`src/rtl/fifo_pkg.sv`:
```
// Shared state encoding and parameter defaults for the FIFO read-side serializer.
package fifo_pkg;

   typedef enum logic [1:0] {
      IDLE  = 2'd0,
      POP   = 2'd1,
      LOAD  = 2'd2,
      SHIFT = 2'd3
   } rd_state_e;

   localparam int unsigned DATA_WIDTH_DEF = 8;
   localparam int unsigned CNT_WIDTH_DEF  = 16;

   // Bits needed to index 0..w-1; never less than one bit.
   function automatic int unsigned bit_cnt_width(input int unsigned w);
      return (w > 1) ? $clog2(w) : 1;
   endfunction

endpackage

```
`src/rtl/piso_shift.sv`:
```
// Parallel-in/serial-out shifter, MSB first, with a bit counter flagging the final bit.
module piso_shift
   import fifo_pkg::*;
#(
   parameter int unsigned WIDTH = DATA_WIDTH_DEF
) (
   input  logic             clk_i,
   input  logic             rst_ni,
   input  logic             load_i,
   input  logic [WIDTH-1:0] din_i,
   input  logic             shift_i,
   output logic             msb_o,
   output logic             last_o
);

   localparam int unsigned CB = bit_cnt_width(WIDTH);

   logic [WIDTH-1:0] shreg_q, shreg_d;
   logic [CB-1:0]    cnt_q,   cnt_d;

   always_comb begin
      shreg_d = shreg_q;
      cnt_d   = cnt_q;
      if (load_i) begin
         shreg_d = din_i;
         cnt_d   = '0;
      end else if (shift_i) begin
         shreg_d = {shreg_q[WIDTH-2:0], 1'b0};
         cnt_d   = cnt_q + CB'(1);
      end
   end

   always_ff @(posedge clk_i or negedge rst_ni) begin
      if (!rst_ni) begin
         shreg_q <= '0;
         cnt_q   <= '0;
      end else begin
         shreg_q <= shreg_d;
         cnt_q   <= cnt_d;
      end
   end

   assign msb_o  = shreg_q[WIDTH-1];
   assign last_o = (cnt_q == CB'(WIDTH - 1));

endmodule

```
`src/rtl/fifo_rd_serializer.sv`:
```
// Pops words from a synchronous FIFO (registered dout) and streams them MSB-first
// over a 1-bit valid/ready interface; owns rd_en and counts completed words.
module fifo_rd_serializer
   import fifo_pkg::*;
#(
   parameter int unsigned DATA_WIDTH = DATA_WIDTH_DEF,
   parameter int unsigned CNT_WIDTH  = CNT_WIDTH_DEF
) (
   input  logic                  clk,
   input  logic                  reset_n,
   input  logic                  enable,
   input  logic                  fifo_empty,
   input  logic [DATA_WIDTH-1:0] fifo_dout,
   output logic                  rd_en,
   output logic                  ser_data,
   output logic                  ser_valid,
   input  logic                  ser_ready,
   output logic                  ser_last,
   output logic                  busy,
   output logic [CNT_WIDTH-1:0]  words_sent
);

   rd_state_e            state_q, state_d;
   logic                 rd_en_q, rd_en_d;
   logic [CNT_WIDTH-1:0] words_q, words_d;
   logic                 load;
   logic                 shift;
   logic                 bit_msb;
   logic                 bit_last;

   piso_shift #(
      .WIDTH (DATA_WIDTH)
   ) u_piso (
      .clk_i   (clk),
      .rst_ni  (reset_n),
      .load_i  (load),
      .din_i   (fifo_dout),
      .shift_i (shift),
      .msb_o   (bit_msb),
      .last_o  (bit_last)
   );

   always_comb begin
      state_d = state_q;
      words_d = words_q;
      load    = 1'b0;
      shift   = 1'b0;
      case (state_q)
         IDLE: begin
            if (enable && !fifo_empty) state_d = POP;
         end
         POP: begin
            state_d = LOAD;
         end
         LOAD: begin
            load    = 1'b1;
            state_d = SHIFT;
         end
         SHIFT: begin
            if (ser_ready) begin
               shift = 1'b1;
               if (bit_last) begin
                  state_d = IDLE;
                  words_d = words_q + CNT_WIDTH'(1);
               end
            end
         end
         default: state_d = IDLE;
      endcase
      // Pop strobe is registered so it is high for exactly the POP cycle.
      rd_en_d = (state_d == POP);
   end

   always_ff @(posedge clk or negedge reset_n) begin
      if (!reset_n) begin
         state_q <= IDLE;
         rd_en_q <= 1'b0;
         words_q <= '0;
      end else begin
         state_q <= state_d;
         rd_en_q <= rd_en_d;
         words_q <= words_d;
      end
   end

   assign rd_en      = rd_en_q;
   assign ser_valid  = (state_q == SHIFT);
   assign ser_data   = bit_msb;
   assign ser_last   = (state_q == SHIFT) && bit_last;
   assign busy       = (state_q != IDLE);
   assign words_sent = words_q;

endmodule

```
`config.mk`:
```
export PLATFORM = sky130hd
export DESIGN_NAME = fifo_rd_serializer
export DESIGN_NICKNAME = d
export VERILOG_FILES = /design/src/rtl/fifo_pkg.sv /design/src/rtl/piso_shift.sv /design/src/rtl/fifo_rd_serializer.sv
export SDC_FILE = /design/constraint.sdc
export NUM_CORES = 1
export LEC_CHECK = 0
export CAP_MARGIN = 15
export CORE_UTILIZATION = 52
export CTS_CLUSTER_SIZE = 25
export DETAILED_ROUTE_END_ITERATION = 10
export GPL_TIMING_DRIVEN = 0
export PLACE_DENSITY = 0.85
export SYNTH_ARGS = -nofsm -noshare
export SYNTH_HDL_FRONTEND = slang
export SYNTH_SLANG_ARGS = --single-unit
```
`constraint.sdc`:
```
create_clock -name clk -period 4.6 [get_ports clk]
set_clock_uncertainty 0.15 [all_clocks]
set_input_delay 0.46 -clock clk [delete_from_list [all_inputs] [get_ports clk]]
set_output_delay 0.46 -clock clk [all_outputs]
set_load 0.01 [all_outputs]
```
==> flow_summary.toml <==
[outcome]
outcome = "completed"

[worst_setup_path]
ff2ff_setup_slack_ns = 2.61
crit_end = "ser_valid"
crit_start = "state_q[1]"
crit_slowest_cell = "clkdlybuf4s50_1"
arrival_ns = 2.05
r2r_end = "words_sent[15]"
path_buf_inv = 3
crit_type = "flip-flop to primary output"
critPathLaunchType = "flip-flop"
cp.depth = 4
path_max_fanout = 10
worstSetupEndpointType = "primary output"
max_stage_delay_ns = 0.53
cp.required_ns = 3.99
worstRegToRegCells = 6
reg2reg_from = "u_piso.cnt_q[0]"
crit_path_cell_trace = "buf_2, clkbuf_1, and2_1, clkdlybuf4s50_1"
crit_family = "buffers and inverters"

[sta]
finalCritPeriodShare_pct = 57.9
holdWs_ns = 0.331
setup_tns_ns = 0
max-slew-margin-rel_pct = 53.9
worst_slew_pin_slew_ns = 0.690
fmax_ghz = 0.376
final_max_slew_viol_count = 0
rsz0062_at_grt = "no"
setup_viol = 0
finalHoldViolations = 0
period_minus_slack_ns = 2.66

[finish]
ff_latch_area_sq_um = 751
antennaDiodeCount = 0
layout_commonest_cell = "clkdlybuf4s50_1"
fin_util_pct = 75.1
multi_input_area_sq_um = 643
drive_gt1_share_pct = 9.78
fin_nets = 199
n_fill_cell = 174
final_cell_mix = "clkdlybuf4s50_1 (32), dfrtp_1 (30), o21ai_0 (15)"
area_growth_pct = 32.1

[detailed_routing]
via_count = 1187
dr.first_iter.drc_count = 23
drc = 0
routed_wl_mm = 3.20
drt_first_pass_iters = 4
wl_per_cell_microns = 15.0
ant_nets = 0
avgViaCountPerCell = 5.55

[clock_network]
cts_setup_buffers = 0
cts_sinks = 30
clock-root-buffer = "clkbuf_4"
clk_pin_slew_ns = 0.09
cts_made_buffers = 5
cts_resized = 0
cts_tree = "built"
htree_levels = 2
holdBufCountCts = 0
clk_latency_ns = 0.34
cts_buffer_depth = 2

[floorplan]
num_rows = 18
dieArea_sq_um = 3000
start_util_pct = 56.9
die_x_microns = 54.8
die_h_microns = 54.8
coreArea_sq_um = 2540
io_pins = 34

[logic_synthesis]
ys_seq_elements = 30
synth.avg_cell_area_sq_um = 10.1
synth_cells = 143
syn_area_sq_um = 1450
syn_nets = 159
synth_cell_types = 25
ys_seq_area_share_pct = 51.9
synth_warnings = 0

[power]
p_leak_nw = 0.842
ir_worst_vdd_mv = 0.354
cellPowerDensity_nw_per_um2 = 394

[place]
place_congestion = 0.743
io_buffers = 32
hpwl_mm = 2.32

[global_routing]
antenna_found_initial = 0
grt_first_pass_wirelength_mm = 5.09
track_usage_pct = 25.3
overflow = 0
grt_max_degree = 20
grt_pass1_vias = 1150

[run]
maxCapViolCount = 0

[min_path]
hold_path_class = "flip-flop to flip-flop"
-- cell families (layout without fill, tap and decap cells) --
family / after synthesis / in the layout / share of synthesized area, %
AO/OA/AOI/OAI: 23 / 23 / 8.38
buffers and inverters: 12 / 53 / 3.72
XOR/XNOR: 15 / 15 / 9.07
flip-flops: 30 / 30 / 51.9
adder cells (fa/ha/maj): 3 / 3 / 2.59
AND/OR/NAND/NOR: 60 / 60 / 24.4
-- cells in the mapped netlist (all sizes together) --
cell type / n / area share (%)
inv: 5 / 1.3
and3: 2 / 0.86
nand2: 12 / 3.1
nand3b: 8 / 4.1
a21oi: 7 / 2.4
nor2: 11 / 2.9
xor2: 5 / 3.0
or2: 1 / 0.43
o21ai: 15 / 5.2
clkbuf: 4 / 1.0
a21boi: 1 / 0.78
ha: 3 / 2.6
nor3: 4 / 2.2
xnor2: 10 / 6.0
nand4: 4 / 2.8
nor4: 1 / 1.5
dfrtp: 30 / 52
and2: 3 / 1.3
nand2b: 1 / 0.43
nand3: 13 / 4.8
buf: 3 / 1.4
-- cell type report --
class,instances,area share (%)
buffer,7,1.83
clock buffer,8,4.12
inverter,5,0.982
multi-input combinational,101,33.6
sequential,30,39.3
tap,30,1.96
timing repair buffer,33,18.2
-- registers in the layout, summed over array words and instances, names as in the netlist --
| signal | flops |
|---|---|
| rd_en | 1 |
| state_q | 2 |
| u_piso.cnt_q | 3 |
| u_piso.shreg_q | 8 |
| words_sent | 16 |
-- power breakdown --
| group | switching (W) | internal [W] |
|---|---|---|
| logic | 0.000105 | 0.000104 |
| registers | 0.0000347 | 0.000315 |
| clock network | 0.0000912 | 0.000104 |
| total | 0.000230 | 0.000523 |
-- worst min-delay path by stage --
stage | from | end | slack, ns | depth (start not counted)
after floorplan | reset_n | rd_en | 0.01 | 0
after global placement | words_sent[15] | words_sent[15] | 0.31 | 1
after detailed placement | words_sent[15] | words_sent[15] | 0.32 | 1
after CTS | words_sent[15] | words_sent[15] | 0.33 | 1
after global routing | words_sent[15] | words_sent[15] | 0.34 | 1
final | words_sent[15] | words_sent[15] | 0.33 | 1
-- metal layers --
layer | vias to the layer above | GRT usage [%] | wire length (microns)
met5 | - | 0 | 0
met4 | 0 | 11.1 | 78
met3 | 9 | 10.0 | 153
met2 | 36 | 44.8 | 1740
met1 | 574 | 26.0 | 1230
li1 | 568 | - | -
-- stage by stage --
step	instance area [sq um]	instances	setup slack [ns]	total power, W
finish	1910	214	1.94	0.000753
floorplan	1450	143	2.85	0.000475
global placement	1810	205	2.35	0.000539
global route	1910	214	1.82	0.000803
CTS	1910	214	1.92	0.000758
detailed placement	1830	206	2.31	0.000561
Power figures use the tool's default switching activity.
